## config.mk

```make
export PLATFORM = sky130hd
export DESIGN_NAME = keypad_scanner_flat
export DESIGN_NICKNAME = d
export VERILOG_FILES = /design/src/rtl/keypad_scanner_if.sv /design/src/rtl/keypad_scanner.sv /design/src/flat_wrapper.sv
export SDC_FILE = /design/constraint.sdc
export NUM_CORES = 1
export LEC_CHECK = 0
export ABC_AREA = 0
export CAP_MARGIN = 20
export CORE_MARGIN = 5
export CORE_UTILIZATION = 50
export CTS_BUF_LIST = sky130_fd_sc_hd__clkbuf_8
export CTS_CLUSTER_SIZE = 20
export DETAILED_ROUTE_END_ITERATION = 7
export PLACE_DENSITY = 0.75
export SLEW_MARGIN = 10
export SYNTH_ARGS = -nofsm -noshare
export SYNTH_HDL_FRONTEND = slang
export SYNTH_SLANG_ARGS = --single-unit
export TNS_END_PERCENT = 5
```

## constraint.sdc

```tcl
create_clock -name clk -period 2.6 [get_ports clk]
set_input_delay 0.39 -clock clk [delete_from_list [all_inputs] [get_ports clk]]
set_output_delay 0.39 -clock clk [all_outputs]
set_load 0.01 [all_outputs]
```

## src/rtl/keypad_scanner_if.sv

```systemverilog
// rtl/keypad_scanner_if.sv - keypad matrix and decoded-key signal bundle
interface keypad_scanner_if;
  logic [2:0] col;
  logic [3:0] row;
  logic [3:0] key_code;
  logic       key_valid;
  logic       key_press;
  logic       key_release;
  logic       star_pressed;
  logic       key_clk;

  // Scanner side: reads the columns, drives the rows and the decoded key
  modport master (
    input  col,
    output row,
    output key_code,
    output key_valid,
    output key_press,
    output key_release,
    output star_pressed,
    output key_clk
  );

  // Keypad/consumer side
  modport slave (
    output col,
    input  row,
    input  key_code,
    input  key_valid,
    input  key_press,
    input  key_release,
    input  star_pressed,
    input  key_clk
  );
endinterface

```

## src/rtl/keypad_scanner.sv

```systemverilog
// rtl/keypad_scanner.sv - 4x3 matrix keypad scanner with press/release debounce
module keypad_scanner #(
  parameter int unsigned SCAN_DIV     = 1000,
  parameter int unsigned DEBOUNCE_CNT = 4
) (
  input  logic             clk,
  input  logic             reset,
  keypad_scanner_if.master kp
);

  typedef enum logic [1:0] {
    ST_SCAN,
    ST_DEBOUNCE,
    ST_HELD,
    ST_RELEASE
  } state_e;

  localparam logic [15:0] DWELL_LAST   = 16'(SCAN_DIV - 1);
  localparam logic [3:0]  AGREE_TARGET = 4'(DEBOUNCE_CNT);
  localparam logic [3:0]  CODE_STAR    = 4'd10;
  localparam logic [2:0]  COLS_IDLE    = 3'b111;

  // Column synchronizer
  logic [2:0]  col_meta_q;
  logic [2:0]  col_sync_q;

  // Row dwell timing
  logic [15:0] div_q;
  logic [15:0] div_d;
  logic        dwell_end;

  // Scan / debounce state
  state_e      state_q;
  logic [3:0]  row_q;
  logic [1:0]  row_idx_q;
  logic [2:0]  pat_q;
  logic [3:0]  agree_q;
  logic [3:0]  agree_d;
  logic [3:0]  lat_code_q;

  // Registered outputs
  logic [3:0]  key_code_q;
  logic        key_valid_q;
  logic        key_press_q;
  logic        key_release_q;
  logic        star_q;
  logic        key_clk_q;

  // Sample decode
  logic        single_low_d;
  logic        all_high_d;
  logic [1:0]  col_idx_d;
  logic [3:0]  scan_code_d;
  logic [3:0]  accept_code_d;
  logic        agree_done_d;

  // Row r, column c -> key code; the bottom row carries *, 0 and #
  function automatic logic [3:0] map_key(input logic [1:0] r, input logic [1:0] c);
    logic [3:0] code;
    code = 4'd0;
    if (r == 2'd3) begin
      case (c)
        2'd0:    code = CODE_STAR;
        2'd1:    code = 4'd0;
        default: code = 4'd11;
      endcase
    end else begin
      code = ({2'b00, r} * 4'd3) + {2'b00, c} + 4'd1;
    end
    return code;
  endfunction

  // Two-flop synchronizer for the asynchronous column inputs
  always_ff @(posedge clk or negedge reset) begin
    if (!reset) begin
      col_meta_q <= COLS_IDLE;
      col_sync_q <= COLS_IDLE;
    end else begin
      col_meta_q <= kp.col;
      col_sync_q <= col_meta_q;
    end
  end

  // Dwell counter: wraps after SCAN_DIV-1, the last clock of a dwell is the sample point
  always_comb begin
    div_d = div_q + 16'd1;
    if (dwell_end) begin
      div_d = 16'd0;
    end
  end

  assign dwell_end = (div_q == DWELL_LAST);

  // Dwell counter register
  always_ff @(posedge clk or negedge reset) begin
    if (!reset) begin
      div_q <= 16'd0;
    end else begin
      div_q <= div_d;
    end
  end

  // Classify the synchronized sample and precompute the debounce step
  always_comb begin
    single_low_d = 1'b0;
    col_idx_d    = 2'd0;
    case (col_sync_q)
      3'b110: begin
        single_low_d = 1'b1;
        col_idx_d    = 2'd0;
      end
      3'b101: begin
        single_low_d = 1'b1;
        col_idx_d    = 2'd1;
      end
      3'b011: begin
        single_low_d = 1'b1;
        col_idx_d    = 2'd2;
      end
      default: begin
        single_low_d = 1'b0;
        col_idx_d    = 2'd0;
      end
    endcase
    all_high_d    = (col_sync_q == COLS_IDLE);
    scan_code_d   = map_key(row_idx_q, col_idx_d);
    // With a one-sample debounce the key is accepted straight out of SCAN
    accept_code_d = (state_q == ST_SCAN) ? scan_code_d : lat_code_q;
    agree_d       = agree_q + 4'd1;
    agree_done_d  = (agree_d >= AGREE_TARGET);
  end

  // Scan/debounce FSM with registered row drive and key outputs
  always_ff @(posedge clk or negedge reset) begin
    if (!reset) begin
      state_q       <= ST_SCAN;
      row_q         <= 4'b1110;
      row_idx_q     <= 2'd0;
      pat_q         <= COLS_IDLE;
      agree_q       <= 4'd0;
      lat_code_q    <= 4'd0;
      key_code_q    <= 4'd0;
      key_valid_q   <= 1'b0;
      key_press_q   <= 1'b0;
      key_release_q <= 1'b0;
      star_q        <= 1'b0;
      key_clk_q     <= 1'b0;
    end else begin
      key_press_q   <= 1'b0;
      key_release_q <= 1'b0;
      if (dwell_end) begin
        case (state_q)
          ST_SCAN: begin
            if (single_low_d) begin
              pat_q      <= col_sync_q;
              lat_code_q <= scan_code_d;
              if (agree_done_d) begin
                state_q     <= ST_HELD;
                agree_q     <= 4'd0;
                key_code_q  <= accept_code_d;
                key_valid_q <= 1'b1;
                key_press_q <= 1'b1;
                star_q      <= (accept_code_d == CODE_STAR);
                key_clk_q   <= (accept_code_d != CODE_STAR);
              end else begin
                state_q <= ST_DEBOUNCE;
                agree_q <= agree_d;
              end
            end else begin
              row_q     <= {row_q[2:0], row_q[3]};
              row_idx_q <= row_idx_q + 2'd1;
            end
          end
          ST_DEBOUNCE: begin
            if (col_sync_q == pat_q) begin
              if (agree_done_d) begin
                state_q     <= ST_HELD;
                agree_q     <= 4'd0;
                key_code_q  <= accept_code_d;
                key_valid_q <= 1'b1;
                key_press_q <= 1'b1;
                star_q      <= (accept_code_d == CODE_STAR);
                key_clk_q   <= (accept_code_d != CODE_STAR);
              end else begin
                agree_q <= agree_d;
              end
            end else begin
              // Bounce: abandon this key silently and move on
              state_q   <= ST_SCAN;
              agree_q   <= 4'd0;
              row_q     <= {row_q[2:0], row_q[3]};
              row_idx_q <= row_idx_q + 2'd1;
            end
          end
          ST_HELD: begin
            // Anything other than all-high (including a second key) keeps the key held
            if (all_high_d) begin
              if (agree_done_d) begin
                state_q       <= ST_SCAN;
                agree_q       <= 4'd0;
                key_valid_q   <= 1'b0;
                key_release_q <= 1'b1;
                star_q        <= 1'b0;
                key_clk_q     <= 1'b0;
                row_q         <= {row_q[2:0], row_q[3]};
                row_idx_q     <= row_idx_q + 2'd1;
              end else begin
                state_q <= ST_RELEASE;
                agree_q <= agree_d;
              end
            end
          end
          ST_RELEASE: begin
            if (all_high_d) begin
              if (agree_done_d) begin
                state_q       <= ST_SCAN;
                agree_q       <= 4'd0;
                key_valid_q   <= 1'b0;
                key_release_q <= 1'b1;
                star_q        <= 1'b0;
                key_clk_q     <= 1'b0;
                row_q         <= {row_q[2:0], row_q[3]};
                row_idx_q     <= row_idx_q + 2'd1;
              end else begin
                agree_q <= agree_d;
              end
            end else begin
              state_q <= ST_HELD;
              agree_q <= 4'd0;
            end
          end
          default: begin
            state_q <= ST_SCAN;
            agree_q <= 4'd0;
          end
        endcase
      end
    end
  end

  assign kp.row          = row_q;
  assign kp.key_code     = key_code_q;
  assign kp.key_valid    = key_valid_q;
  assign kp.key_press    = key_press_q;
  assign kp.key_release  = key_release_q;
  assign kp.star_pressed = star_q;
  assign kp.key_clk      = key_clk_q;

endmodule

```

## src/flat_wrapper.sv

```systemverilog
// flat-port wrapper written by rule: the top's interface ports become plain ports
module keypad_scanner_flat 
#(
  parameter int unsigned SCAN_DIV     = 1000,
  parameter int unsigned DEBOUNCE_CNT = 4
)
  (clk, reset, kp_col, kp_row, kp_key_code, kp_key_valid, kp_key_press, kp_key_release, kp_star_pressed, kp_key_clk);
  keypad_scanner_if kp_i ();
  input  logic clk;
  input  logic reset;
  input wire logic [$bits(kp_i.col)-1:0] kp_col;
  output wire logic [$bits(kp_i.row)-1:0] kp_row;
  output wire logic [$bits(kp_i.key_code)-1:0] kp_key_code;
  output wire logic [$bits(kp_i.key_valid)-1:0] kp_key_valid;
  output wire logic [$bits(kp_i.key_press)-1:0] kp_key_press;
  output wire logic [$bits(kp_i.key_release)-1:0] kp_key_release;
  output wire logic [$bits(kp_i.star_pressed)-1:0] kp_star_pressed;
  output wire logic [$bits(kp_i.key_clk)-1:0] kp_key_clk;
  assign kp_i.col = kp_col;
  assign kp_row = kp_i.row;
  assign kp_key_code = kp_i.key_code;
  assign kp_key_valid = kp_i.key_valid;
  assign kp_key_press = kp_i.key_press;
  assign kp_key_release = kp_i.key_release;
  assign kp_star_pressed = kp_i.star_pressed;
  assign kp_key_clk = kp_i.key_clk;
  keypad_scanner #(.SCAN_DIV(SCAN_DIV), .DEBOUNCE_CNT(DEBOUNCE_CNT)) u_core (.clk(clk), .reset(reset), .kp(kp_i));
endmodule
```

Word level (Yosys, flattened, before mapping)
Index checks and enable logic that the tools add are counted.
Widths: inputs -> output; s select.

cells by class
  reductions and logical operators = 11
  add/subtract/negate cells = 5
  mux-type cells = 57
  $mul = 1
  magnitude comparators = 1
  eq/ne operators = 22

operators by type and width
  operator               number
  $mux 4                 14
  $mux 2                 12
  $mux 1                 19
  $add 16x1->16 const B  1
  $eq 16x10->1 const B   1
  $mux 16                1
  $pmux 4 s2             2
  $pmux 4 s4             1
  $reduce_and 5->1       3
  $pmux 4 s3             1
  $ne 2x1->1 const B     5
  $eq 3x3->1 const B     3
  $pmux 1 s3             3
  $add 4x1->4 const B    2
  $pmux 2 s4             1
  $eq 2x2->1 const B     3
  $pmux 2 s3             1
  $reduce_and 3->1       2
  $add 4x2->4            1
  $eq 2x1->1 const B     2
  $eq 4x4->1 const B     1
  $ge 4x3->1 const B     1
  $logic_not 2->1        2
  $mul 2x2->4 const B    1
  13 further kinds       14

storage, ports and cells
  input bits = 5
  word-level logic and storage cells = 112
  output and inout port bits = 13
  register bits = 50

Depth between registers and ports, before layout
  depth after elaboration = 10
  gate-level depth with buffers = 10
  gate-level depth less buffers = 9

Least setup slack after synthesis
Ideal clock, no wire load.

  path type = register to register
  start point = register u_core.col_sync_q[0]
  end point = register u_core.key_clk_q (netlist: u_core.kp.key_clk)
  setup slack = -0.061 ns
  arrival time = 2.532 ns
  stages on the path, launching flop included = 10
  setup time = 0.129 ns
  path through = dfstp_2 -> clkbuf_1 -> nand3b_1 -> fa_1 -> fa_1 -> xor2_1 -> nor2_1 -> mux2_2 -> nor3_1 -> o21ai_0

between the ends
  word-level cells in the longest chain between the ends = 10
  elaborated cells on any way between the ends = 24

RTL lines
  item                                       RTL line                                      source
  from (decl)                                keypad_scanner.sv:25                          logic [2:0] col_sync_q;
  from (signal assigned)                     keypad_scanner.sv:80                          col_sync_q <= col_meta_q;
  $eq 3x2->1 or $eq 3x3->1 (tied branches)   keypad_scanner.sv:107                         case (col_sync_q)
  $pmux 2 s2                                 keypad_scanner.sv:107
  $add 4x2->4, or another cell as far along  keypad_scanner.sv:68                          code = ({2'b00, r} * 4'd3) + {2'b00, c} + 4'd1;
  $add 4x1->4 or $pmux 4 s2 (tied branches)  keypad_scanner.sv:68, keypad_scanner.sv:62
  $mux 4                                     keypad_scanner.sv:61                          if (r == 2'd3) begin
  $mux 4                                     keypad_scanner.sv:128                         accept_code_d = (state_q == ST_SCAN) ? scan_code_d : lat_code_q;
  $ne 4x4->1                                 keypad_scanner.sv:164, keypad_scanner.sv:183
  $mux 1                                     keypad_scanner.sv:157, keypad_scanner.sv:176
  $mux 1, on equally long branches           keypad_scanner.sv:175, keypad_scanner.sv:154
  $pmux 1 s3                                 keypad_scanner.sv:152                         case (state_q)
  to (signal assigned)                       keypad_scanner.sv:164                         key_clk_q <= (accept_code_d != CODE_STAR);
  to (signal assigned)                       keypad_scanner.sv:183                         key_clk_q <= (accept_code_d != CODE_STAR);
  to (decl)                                  keypad_scanner.sv:47                          logic key_clk_q;

Parallel ways exist; a longest one is shown, timed or not. The select of a mux whose other input is x is not followed.
A chain may end at the register's enable or synchronous reset.

Worst setup path after layout
Same ends and word-level chain as after synthesis.

==> metrics.txt <==
outcome=finished with violations; violated checks=negative hold slack; clock latency on the worst-skew pair=about 0.3 ns; RSZ-0062 raised after global routing=true; Syn Std Cell Area=2460 µm²; most instantiated flip-flop cell in the synthesis netlist=dfrtp_1; final core utilization=60.2%; detailed router's first-iteration violation count=~120; clock sink count=50; commonest cells after routing, fill and taps aside=dfrtp_1 (38), nor2_1 (16), clkdlybuf4s50_1 (16); worst setup path category=reg2reg; Synth Net Count=around 230; wire length of the first global-routing pass=7370 µm; minimum setup slack in the final design=~0.12 ns; global router's overall resource usage=14.7%; detailed-placement wirelength estimate=approximately 3100 µm; number of warnings reported in the yosys synthesis log=0; via count of the first global-routing pass=1631; height of the chip=80.2 µm; CTS clk-pin slew, worst paths=0.08 ns; deepest level of the CTS H-tree=2; DRC violations left=0; number of flops mapped to enable cells by yosys=0; Via Count=1613; Final Hold Fails=12; final WL=just over 4000 µm; Tightest Pin Transition=0.900 ns; Max Cap Violations=0; growth of design area from synthesis to finish=16.0%; final layout net count=about 260; Top-Level Pins=18; synth unique cells=47; diodes inserted=0; Mapped Cells=roughly 220; antenna violations before repair=0; launch point of the worst reg-to-reg path=u_core.col_sync_q[0]$_DFF_PN1_; Setup TNS Final=0 ns; highest achievable clock rate=0.403 GHz; highest fanout seen on the critical path=2; clock tree from TritonCTS=built; commonest non-fill, non-tap cell in the layout=dfrtp_1; minimum clock period=around 2.5 ns; most area-hungry cell type in the Yosys netlist=dfrtp_1; sequential element share of the synthesized area=~51%; worst clock skew=a little under 0.005 ns; routed wirelength normalized by instance count=between 10 and 15 µm; syn avg cell area=11.3 µm²; worst slack after detailed placement=0.0546 ns; part of the cycle the worst path needs=between 90% and 100%; synth top area cells=dfrtp_1 (39%), dfstp_2 (13%), xor2_1 (4.6%); overall die area=approximately 6400 µm²; initial core utilization=51.8%; flip-flop and latch count after synthesis=50; Worst EP required=2.79 ns; FF-to-FF setup slack=0.12 ns; proportion of register bits with asynchronous set or reset after synthesis=between 90% and 100%; proportion of netlist area held by the largest area contributor=approximately 39%; clock buffer count from CTS=5; depth of the worst register-to-register path=8; Max Buffers Root-to-Sink=2; global placer's final weighted congestion=0.812; sort of element at the start of the critical path=flip-flop; type of the tightest min-delay check=in2async; PD cells=between 400 and 500 nW/µm²; cell at the root of the clock tree=clkbuf_8; Final Max Slew Viols=0; maximum number of pins on one net before global-route repair=31; FF-to-FF End=u_core.kp.key_clk$_DFFE_PN0P_; number of port buffers=17; # rows=25; via count normalized by instance count=5.17; residual antenna-violating net count after detailed routing=0; residual overflow from global routing=0; leakage power=1.31 nW; VDD IR-drop max=0.266 mV; Pre-antenna DRT Iters=4; Slew HR=39.5%; width of the die=roughly 80 µm; ratio of cells with drive above 1 in the final layout=22.4%; Core ar.=4750 µm²; element type at the critical path end=flip-flop; count of final setup violators=0; arrival time at the worst endpoint=2.67 ns; post-route worst hold slack=-0.00192 ns
==> cell families after synthesis <==
group           after synthesis  synth area share (%)
compound gates               34                  8.98
xor+xnor                     20                  7.11
fa+ha+maj                     8                  4.67
buf+inv                      20                  3.35
flops                        50                  51.4
mux                          16                  8.02
simple gates                 71                  16.5
==> state kept, by name, indices dropped and copies added, names as in the netlist, 2 cells and up <==
signal and count:
u_core.col_sync_q 3, u_core.kp.key_code 4, u_core.col_meta_q 3, u_core.row_idx_q 2, u_core.pat_q 3, u_core.agree_q 4
u_core.lat_code_q 4, u_core.div_q 16, u_core.kp.row 4, u_core.state_q 2
==> per-stage QoR <==
| step | cell area (µm²) | power, mW | hold WS [ns] | std cells |
|---|---|---|---|---|
| after global routing | 2860 | 1.41 | 0.0210 | 312 |
| after global placement | 2740 | 0.857 | 0.333 | 304 |
| after CTS | 2850 | 1.37 | 0.00244 | 312 |
| after floorplan | 2470 | 0.828 | 0.0944 | 219 |
| after detailed placement | 2740 | 0.859 | 0.336 | 304 |
| final | 2860 | 1.35 | -0.00192 | 312 |
==> worst max-delay path by stage <==
stage | slack (ns) | endpoint | from
4_1_cts | 0.04 | u_core.kp.key_clk$_DFFE_PN0P_ | u_core.col_sync_q[0]$_DFF_PN1_
2_1_floorplan | 0.04 | u_core.kp.key_clk$_DFFE_PN0P_ | u_core.col_sync_q[0]$_DFF_PN1_
3_3_place_gp | 0.12 | u_core.kp.key_clk$_DFFE_PN0P_ | u_core.col_sync_q[0]$_DFF_PN1_
6_report | 0.12 | u_core.kp.key_clk$_DFFE_PN0P_ | u_core.col_sync_q[0]$_DFF_PN1_
3_5_place_dp | 0.05 | u_core.kp.key_clk$_DFFE_PN0P_ | u_core.col_sync_q[0]$_DFF_PN1_
5_1_grt | -0.01 | u_core.kp.key_clk$_DFFE_PN0P_ | u_core.col_sync_q[0]$_DFF_PN1_
==> synthesized netlist by cell type (6+ instances only) <==
| cell type | n |
|---|---|
| o21ai_0 | 12 |
| dfrtp_1 | 38 |
| nand3_1 | 9 |
| inv_1 | 10 |
| ha_1 | 6 |
| clkbuf_1 | 7 |
| nand2_1 | 13 |
| dfstp_2 | 12 |
| nor2_1 | 16 |
| xnor2_1 | 7 |
| mux2_2 | 10 |
| xor2_1 | 13 |
==> layout make-up <==
| cell class | instances | area, µm² |
|---|---|---|
| tap | 67 | 83.8 |
| sequential | 50 | 1270 |
| multi-input combinational | 149 | 1120 |
| inverter | 12 | 45.0 |
| fill | 425 | 1890 |
| clock buffer | 8 | 110 |
| timing repair buffer | 26 | 233 |
==> metal layers <==
metal | part of all wire [%] | track usage, % | vias up | wire length, µm
met2 | 47 | 23.5 | 21 | 1910
met4 | 1.2 | 6.42 | 0 | 49
met5 | 0 | 0 | - | 0
met3 | 2.7 | 3.48 | 4 | 112
li1 | - | - | 815 | -
met1 | 49 | 19.1 | 773 | 2020
==> worst max-delay path: stages (launching register included) <==
cell,delay (ns)
dfstp_2,0.53
nand3b_1,0.12
fa_1,0.50
fa_1,0.45
xor2_1,0.14
nor2_1,0.07
mux2_2,0.30
nor3_2,0.18
o21ai_0,0.09
==> power by group <==
part           switching [mW]  internal, mW  total, mW
sequential            0.00196         0.786      0.788
combinational          0.0351        0.0200     0.0550
clock                   0.237         0.269      0.505
total                   0.274          1.07       1.35
==> what timing repair did <==
action                     in CTS  in global routing
buffers inserted                0                  0
setup endpoints to repair       0                  4
hold buffers                    0                  0
resized for setup               0                  2
Note: power is estimated with default switching activity, not from simulation.
==> edit (same flow settings) <==
`SCAN_DIV` is set to 1000 in 2 places; all go to 512.
--- a/src/rtl/keypad_scanner.sv
+++ b/src/rtl/keypad_scanner.sv
@@ -1,5 +1,5 @@
 // rtl/keypad_scanner.sv - 4x3 matrix keypad scanner with press/release debounce
 module keypad_scanner #(
-  parameter int unsigned SCAN_DIV     = 1000,
+  parameter int unsigned SCAN_DIV     = 512,
   parameter int unsigned DEBOUNCE_CNT = 4
 ) (
--- a/src/flat_wrapper.sv
+++ b/src/flat_wrapper.sv
@@ -2,5 +2,5 @@
 module keypad_scanner_flat 
 #(
-  parameter int unsigned SCAN_DIV     = 1000,
+  parameter int unsigned SCAN_DIV     = 512,
   parameter int unsigned DEBOUNCE_CNT = 4
 )
Check against the original RTL: same outputs for any inputs over 10 cycles, from zero or initial values and one cycle with reset low; that may be too few to reach the edited logic, so the function may still have changed.
==> edit against the unedited design <==
The flow finishes with violations (setup timing); final cell count up 1.3%; sequential cell count is the same; clock skew fell by 0.0020 ns; wire length up 6.2%; design area unchanged; count of clock-buffer cells in the layout decreased by 2; largest cell class unchanged; sequential power barely moved; clock power is 11% lower; area after synthesis is 0.61% lower; power is 3.5% lower; worst setup slack got worse by 0.16 ns.
==> edit: results (changes against the unedited design) <==
Outcome
Outcome: finished with violations (unchanged). Violations in the final reports: setup timing (was hold timing).

Synth
The post-synthesis compound-gate area fraction is 10.1% (was 8.98%). Commonest cells in the netlist: sky130_fd_sc_hd__dfrtp_1, sky130_fd_sc_hd__nand2_1, sky130_fd_sc_hd__dfstp_2, sky130_fd_sc_hd__xnor2_1 (was sky130_fd_sc_hd__dfrtp_1, sky130_fd_sc_hd__nor2_1, sky130_fd_sc_hd__nand2_1, sky130_fd_sc_hd__xor2_1). The count of unique library cells instantiated by Yosys was 51 (was 47). Most area-consuming cells after synthesis: sky130_fd_sc_hd__dfrtp_1, sky130_fd_sc_hd__dfstp_2, sky130_fd_sc_hd__xnor2_1 (was sky130_fd_sc_hd__dfrtp_1, sky130_fd_sc_hd__dfstp_2, sky130_fd_sc_hd__xor2_1). The post-synthesis area per instance is 11.1 um2 (was 11.3 um2). The number of nets produced by synthesis is 233 (was 232).

Drt
The total detailed-routing wirelength is 4.34 mm (was 4.09 mm). The met3 routed wirelength is 166 um (was 112 um). The via density per instance is 5.29 (was 5.17).

Global route
The global-route met1 utilization came to 21.1% (was 19.1%). The met3 track demand over resource in global routing was 3.39% (was 3.48%). The global routing usage summed across all routing layers came to 15.3% (was 14.7%). The first-pass GRT wire length was 7.67 mm (was 7.37 mm). The met2 capacity usage during global routing is 24.1% (was 23.5%).

Critical path
The delay of the slowest cell on the worst path is 0.59 ns (was 0.53 ns). The largest driver fanout on the critical path came to 3 (was 2). The worst path arrival time came to 2.84 ns (was 2.67 ns). The number of cells traversed by the worst register-to-register path is 7 (was 8).

Placed design
The final RePlAce weighted congestion is 0.803 (was 0.812).

Pwr
The combinational gate power is 65.4 uW (was 55.0 uW). The switching power is 274 uW (about the same).

STA
The number of setup violations in the final report is 2 (was 0). The minimum setup slack in the final design is -0.0470 ns (was 0.117 ns).
==> edit: through the flow <==
stage	hold WS [ns]	utilization [%]	setup slack, ns	cell area, um2	TNS, ns
floorplan	0.0944	-	0.000245	2470	0
global placement	0.347	57.1	0.0584	2720	0
detailed placement	0.347	57.1	-0.0182	2720	-0.0182
CTS	0.284	59.0	0.000412	2810	0
global route	0.366	60.2	-0.156	2860	-0.310
finish	0.360	60.2	-0.0470	2860	-0.0702
==> edit: final cells by class <==
cell class | count | share of cell area, %
sequential | 50 | 44.3
inverter | 11 | 1.44
multi-input combinational | 151 | 38.7
timing repair buffer | 29 | 9.45
clock inverter | 2 | 0.306
tap | 67 | 2.93
clock buffer | 6 | 2.89
==> edit: worst register-to-register path: cells and delay by family (launching register included) <==
| family | cells | cell delay (ns) |
|---|---|---|
| fa+ha+maj | 2 | 1.05 |
| simple gates | 2 | 0.53 |
| mux | 1 | 0.09 |
| flops | 1 | 0.56 |
| compound gates | 2 | 0.32 |
